===== src/rtl/tdm_demux_1x8_nbit.sv =====
// ============================================================================
// Module   : tdm_demux_1x8_nbit
// Purpose  : 1-to-8 time-division demultiplexer. Collects an 8-word frame
//            (framed by sof) into shadow registers and publishes all eight
//            slots at once on frame completion.
// Option   : TDM_DEMUX_ERR_EN adds the err framing-error pulse output.
// Revision : 1.0 - initial release
// ============================================================================
`default_nettype none

module tdm_demux_1x8_nbit #(
    parameter int N = 3
) (
    input  logic         clk,
    input  logic         reset,
    input  logic [N-1:0] din,
    input  logic         valid,
    input  logic         sof,
    output logic [N-1:0] q0,
    output logic [N-1:0] q1,
    output logic [N-1:0] q2,
    output logic [N-1:0] q3,
    output logic [N-1:0] q4,
    output logic [N-1:0] q5,
    output logic [N-1:0] q6,
    output logic [N-1:0] q7,
    output logic         frame_done,
    output logic [2:0]   slot
`ifdef TDM_DEMUX_ERR_EN
    ,
    output logic         err
`endif
);

    typedef enum logic [0:0] {
        S_IDLE    = 1'b0,
        S_COLLECT = 1'b1
    } state_t;

    state_t              state_q, state_d;
    logic [2:0]          slot_q, slot_d;
    logic [6:0][N-1:0]   sh_q, sh_d;
    logic [7:0][N-1:0]   q_q, q_d;
    logic                frame_done_q, frame_done_d;

    always_comb begin
        state_d      = state_q;
        slot_d       = slot_q;
        sh_d         = sh_q;
        q_d          = q_q;
        frame_done_d = 1'b0;

        case (state_q)
            S_IDLE: begin
                // Words without sof are strays and are dropped here.
                if (valid && sof) begin
                    sh_d[0] = din;
                    slot_d  = 3'd1;
                    state_d = S_COLLECT;
                end
            end

            S_COLLECT: begin
                if (valid) begin
                    if (sof) begin
                        // Restart: the partial frame is abandoned, q untouched.
                        sh_d[0] = din;
                        slot_d  = 3'd1;
                    end else if (slot_q == 3'd7) begin
                        q_d[6:0]     = sh_q;
                        q_d[7]       = din;
                        frame_done_d = 1'b1;
                        slot_d       = 3'd0;
                        state_d      = S_IDLE;
                    end else begin
                        for (int i = 1; i < 7; i++) begin
                            if (slot_q == 3'(i)) begin
                                sh_d[i] = din;
                            end
                        end
                        slot_d = slot_q + 3'd1;
                    end
                end
            end

            default: begin
                state_d = S_IDLE;
            end
        endcase
    end

    always_ff @(posedge clk or posedge reset) begin
        if (reset) begin
            state_q      <= S_IDLE;
            slot_q       <= 3'd0;
            sh_q         <= '0;
            q_q          <= '0;
            frame_done_q <= 1'b0;
        end else begin
            state_q      <= state_d;
            slot_q       <= slot_d;
            sh_q         <= sh_d;
            q_q          <= q_d;
            frame_done_q <= frame_done_d;
        end
    end

`ifdef TDM_DEMUX_ERR_EN
    logic err_q, err_d;

    // Short frame (sof while collecting) or stray word (no sof while idle).
    always_comb begin
        err_d = 1'b0;
        if (valid) begin
            err_d = sof ? (state_q == S_COLLECT) : (state_q == S_IDLE);
        end
    end

    always_ff @(posedge clk or posedge reset) begin
        if (reset) begin
            err_q <= 1'b0;
        end else begin
            err_q <= err_d;
        end
    end

    assign err = err_q;
`endif

    assign q0         = q_q[0];
    assign q1         = q_q[1];
    assign q2         = q_q[2];
    assign q3         = q_q[3];
    assign q4         = q_q[4];
    assign q5         = q_q[5];
    assign q6         = q_q[6];
    assign q7         = q_q[7];
    assign frame_done = frame_done_q;
    assign slot       = slot_q;

endmodule

`default_nettype wire


===== config.mk =====
export PLATFORM = sky130hd
export DESIGN_NAME = tdm_demux_1x8_nbit
export DESIGN_NICKNAME = d
export VERILOG_FILES = /design/src/rtl/tdm_demux_1x8_nbit.sv
export SDC_FILE = /design/constraint.sdc
export NUM_CORES = 1
export LEC_CHECK = 0
export CAP_MARGIN = 15
export CORE_UTILIZATION = 50
export CTS_CLUSTER_DIAMETER = 80
export DETAILED_ROUTE_END_ITERATION = 7
export PLACE_DENSITY = 0.76
export SLEW_MARGIN = 30
export SYNTH_ARGS = -nofsm -noshare
export SYNTH_HDL_FRONTEND = slang
export SYNTH_SLANG_ARGS = --single-unit

===== constraint.sdc =====
create_clock -name clk -period 3.7 [get_ports clk]
set_input_delay 0.37 -clock clk [delete_from_list [all_inputs] [get_ports clk]]
set_output_delay 0.37 -clock clk [all_outputs]
set_load 0.02 [all_outputs]

==> results.txt <==
The flow ran to the end, and the final reports show no timing, DRC or antenna violations. Based on the critical path, the design can be clocked at up to 0.492 GHz. Warning count from the yosys run: 0.

Using the TritonRoute via totals, the vias-per-cell ratio works out to 5.28. The area growth from synthesis to layout is 23.1%. The critical path is of the flip-flop to flip-flop type. In this run, the number of DRC markers left after iteration 0 of detailed routing was 53. The ratio of cells with drive above 1 in the final layout works out to 0.341. The die height was 66.2 um; the share of synthesized registers carrying an async set or reset was 1.00. The worst min-delay path class was flip-flop to flip-flop. Clock tree synthesis selected as its root buffer the cell sky130_fd_sc_hd__clkbuf_8.

The worst setup path is captured at a flip-flop. After synthesis, the most frequently instantiated cells are 50 x sky130_fd_sc_hd__dfrtp_1, 38 x sky130_fd_sc_hd__mux2_2, 7 x sky130_fd_sc_hd__nand2_1. The run gives 1160 as the number of global-route vias before repair.

The share of synthesized cell area in and, or, nand and nor gates was 0.0649; the post-layout minimum cycle time was 2.03 ns. Entering global routing, the biggest net connects 51 pins. The cell area that synthesis handed to floorplanning was 0.00206 mm^2.

The signal on the critical path passes through ha_1 > ha_1 > and4bb_4 > and3_4 > mux2_4. Setup repair after global routing left no endpoint under its margin. The cell with the most instances after synthesis was sky130_fd_sc_hd__dfrtp_1.

The number of clock sinks came out at 50. The synthesized-area fraction occupied by adder cells is 0.0364. The tools report the number of pins exceeding their max-slew limit in the final report as 0. IR analysis of the VDD net gives a maximum drop of 0.000253 V. 0 antenna diodes ended up in the layout. The total nets after synthesis came out at 144.

In this run the static leakage power is 1.24 nW. Once the clock tree was built, the resizer swapped 0 gates to a different size. Number of H-tree levels: 2.

The portion of netlist area occupied by mux cells was 0.257; the final number of hold-violating endpoints was 0. In the post-route analysis, the smallest setup slack over all paths is 1.67 ns. The total clock buffers created by CTS is 5. In this design, the largest share of critical-path delay is due to simple AND/OR/NAND/NOR gates. On the worst path, the slowest cell contributes a delay of 0.46 ns. The cell count after synthesis came out at 131. The critical path contains buffers and inverters numbering 0 combined. The global routing usage summed across all routing layers was 0.181; the final cycle utilization of the critical path was 0.549. The run gives 210 as the number of instances in the placed design. Dividing total power by cell area gives a power density of 525 mW/mm^2. The number of standard cells in the final layout excluding fillers came out at 218. Summed over all instances, the cell type with the most area after synthesis is sky130_fd_sc_hd__dfrtp_1. For this design the top-level I/O count stands at 35. The worst slew margin relative to its limit is 0.455, and the final antenna-violating net count is 0. The total number of vias came out at 1151. Before CTS, the worst setup slack after placement is 1.59 ns. The share of the synthesized area in the top cell type works out to 0.606.

After detailed placement, the total cell area comes to 0.00244 mm^2. Number of buffers inserted by port buffering: 34. Buffers added to address setup during post-CTS repair amount to 0. After detailed routing, the average wire length per cell comes to 15.6 um.

The final weighted congestion in routability-driven placement was 0.861. The combinational family with the most area after synthesis is multiplexers. After the last flow step, the layout net total stands at 182. After routing the design area is 0.00254 mm^2. After legalization and detailed placement, the total HPWL measured 2380 um. The first global-routing pass estimated 5740 um of wire. The initialized floorplan defines 22 standard-cell rows. For this run, the detailed router's first-pass iteration total came to 4. The tools report the sequential cell area fraction in the yosys report as 0.606.

TritonCTS built the clock tree. Cell with the biggest individual delay on the critical path: sky130_fd_sc_hd__dfrtp_1. Number of synthesized register bits: 50. The transition time of the tightest slew-check pin was 0.816 ns.

Ranked by total cell area, the synthesized netlist is headed by sky130_fd_sc_hd__dfrtp_1 61%, sky130_fd_sc_hd__mux2_2 21%, sky130_fd_sc_hd__mux2_4 4.4%. The number of hold buffers added after CTS was 0. The tools report the core region area as 0.00380 mm^2.

The data required time at the worst endpoint was 3.89 ns. For the final routed database, the setup TNS stands at 0 ns. For this run the aggregate overflow at the end of global routing stands at 0. Dividing the synthesized area by the synthesized cell count gives 15.7 um^2. Number of antenna violations at the first check in global routing: 0.

After synthesis, the netlist uses 21 different library cells. The most used flip-flop cell after synthesis is sky130_fd_sc_hd__dfrtp_1. The final clock skew is 0.00747 ns. Clock slew seen by the registers of the worst setup and hold paths: 0.09 ns. For the worst-skew pair, the clock arrives at the later sink with an insertion delay of 0.30 ns. The maximum fanout along the worst path came out at 6.

After detailed routing, the number of remaining DRC violations is 0. The worst setup path is launched from a flip-flop. Across the run, the number of max-cap violations was 0. The most frequent cell on the critical path is sky130_fd_sc_hd__ha_1. The post-synthesis compound-gate area fraction came out at 0.0170. The clock passes through at most 2 buffers. Summing internal, switching and leakage power gives 1.33 mW. The area share of xor/xnor cells in the synthesized design was 0; the arrival time of data at the critical path endpoint was 2.22 ns.

The die is 66.2 um wide. Setup violations remaining at the end of the flow were counted as 0. The count of flip-flops with a built-in enable after synthesis was 0; the initial core utilization was 0.543.

After detailed routing, the total wire length is 3400 um. The die covers 0.00439 mm^2.
-- worst reg2reg max path, stage by stage (launching register included) --
cell                       delay, ns
sky130_fd_sc_hd__dfrtp_1        0.46
sky130_fd_sc_hd__ha_1           0.26
sky130_fd_sc_hd__ha_1           0.27
sky130_fd_sc_hd__and4bb_4       0.41
sky130_fd_sc_hd__and3_4         0.23
sky130_fd_sc_hd__mux2_4         0.30
-- cell type report --
class / count / area (um^2)
multi-input cells: 73 / 773
clock inverters: 2 / 12.5
repair buffers: 34 / 340
well taps: 48 / 60.1
flip-flops and latches: 50 / 1250
inverters: 5 / 20.0
clock buffers: 6 / 82.6
fillers: 269 / 1260
-- kinds of logic (layout without fill, tap and decap cells) --
family	Yosys count	count (layout)
DFF	50	50
AOI/OAI and AO/OA	5	5
adders and majority gates	6	6
buffers and inverters	8	47
and+or+nand+nor	17	17
muxes	45	45
-- where the power goes --
group / total, mW / internal [mW] / switching, mW
Clock: 0.319 / 0.150 / 0.169
Combinational: 0.285 / 0.167 / 0.118
Sequential: 0.730 / 0.662 / 0.0676
Total: 1.33 / 0.979 / 0.355
-- routing by layer --
| layer | share of wire | GRT usage | up-vias |
|---|---|---|---|
| met3 | 0.037 | 0.0414 | 7 |
| met4 | 0.019 | 0.0798 | 0 |
| li1 | - | - | 535 |
| met5 | 0 | 0 | - |
| met1 | 0.46 | 0.241 | 579 |
| met2 | 0.48 | 0.283 | 30 |
-- worst paths after layout --
kind	startpoint	to	slack (ns)	cells past startpoint
worst min register to register	sh_q[0]$_DFFE_PP0P_	q0[0]$_DFFE_PP0P_	0.50	1
worst max register to register	slot[0]$_DFFE_PP0P_	sh_q[18]$_DFFE_PP0P_	1.67	5
worst max-delay path	slot[0]$_DFFE_PP0P_	sh_q[18]$_DFFE_PP0P_	1.67	5
worst min-delay path	sh_q[0]$_DFFE_PP0P_	q0[0]$_DFFE_PP0P_	0.50	1
max in group asynchronous	reset	slot[2]$_DFFE_PP0P_	2.70	2
min in group asynchronous	reset	q3[2]$_DFFE_PP0P_	0.52	2
-- flip-flops by register name, summed over array words and instances (netlist names), 3 cells and up --
register,flops
sh_q,21
q0,3
q1,3
q2,3
q3,3
q4,3
q5,3
q6,3
q7,3
slot,3
-- through the flow --
| step | hold WS [ns] | utilization |
|---|---|---|
| 3_3_place_gp | 0.463 | 0.643 |
| 2_1_floorplan | 0.452 | - |
| 5_1_grt | 0.525 | 0.669 |
| 4_1_cts | 0.507 | 0.668 |
| 3_5_place_dp | 0.492 | 0.643 |
| 6_report | 0.499 | 0.669 |
-- cell usage in the layout, fill, tap and decap left out, drive strengths merged, types with 2 or more instances in the layout --
| cell type | instances |
|---|---|
| nand3 | 2 |
| dfrtp | 50 |
| ha | 6 |
| o21ai | 2 |
| inv | 4 |
| mux2 | 45 |
| clkbuf | 6 |
| clkdlybuf4s50 | 34 |
| a22o | 2 |
| and3 | 2 |
| clkinv | 2 |
| nand2 | 7 |
Note: power is estimated with default switching activity, not from simulation.
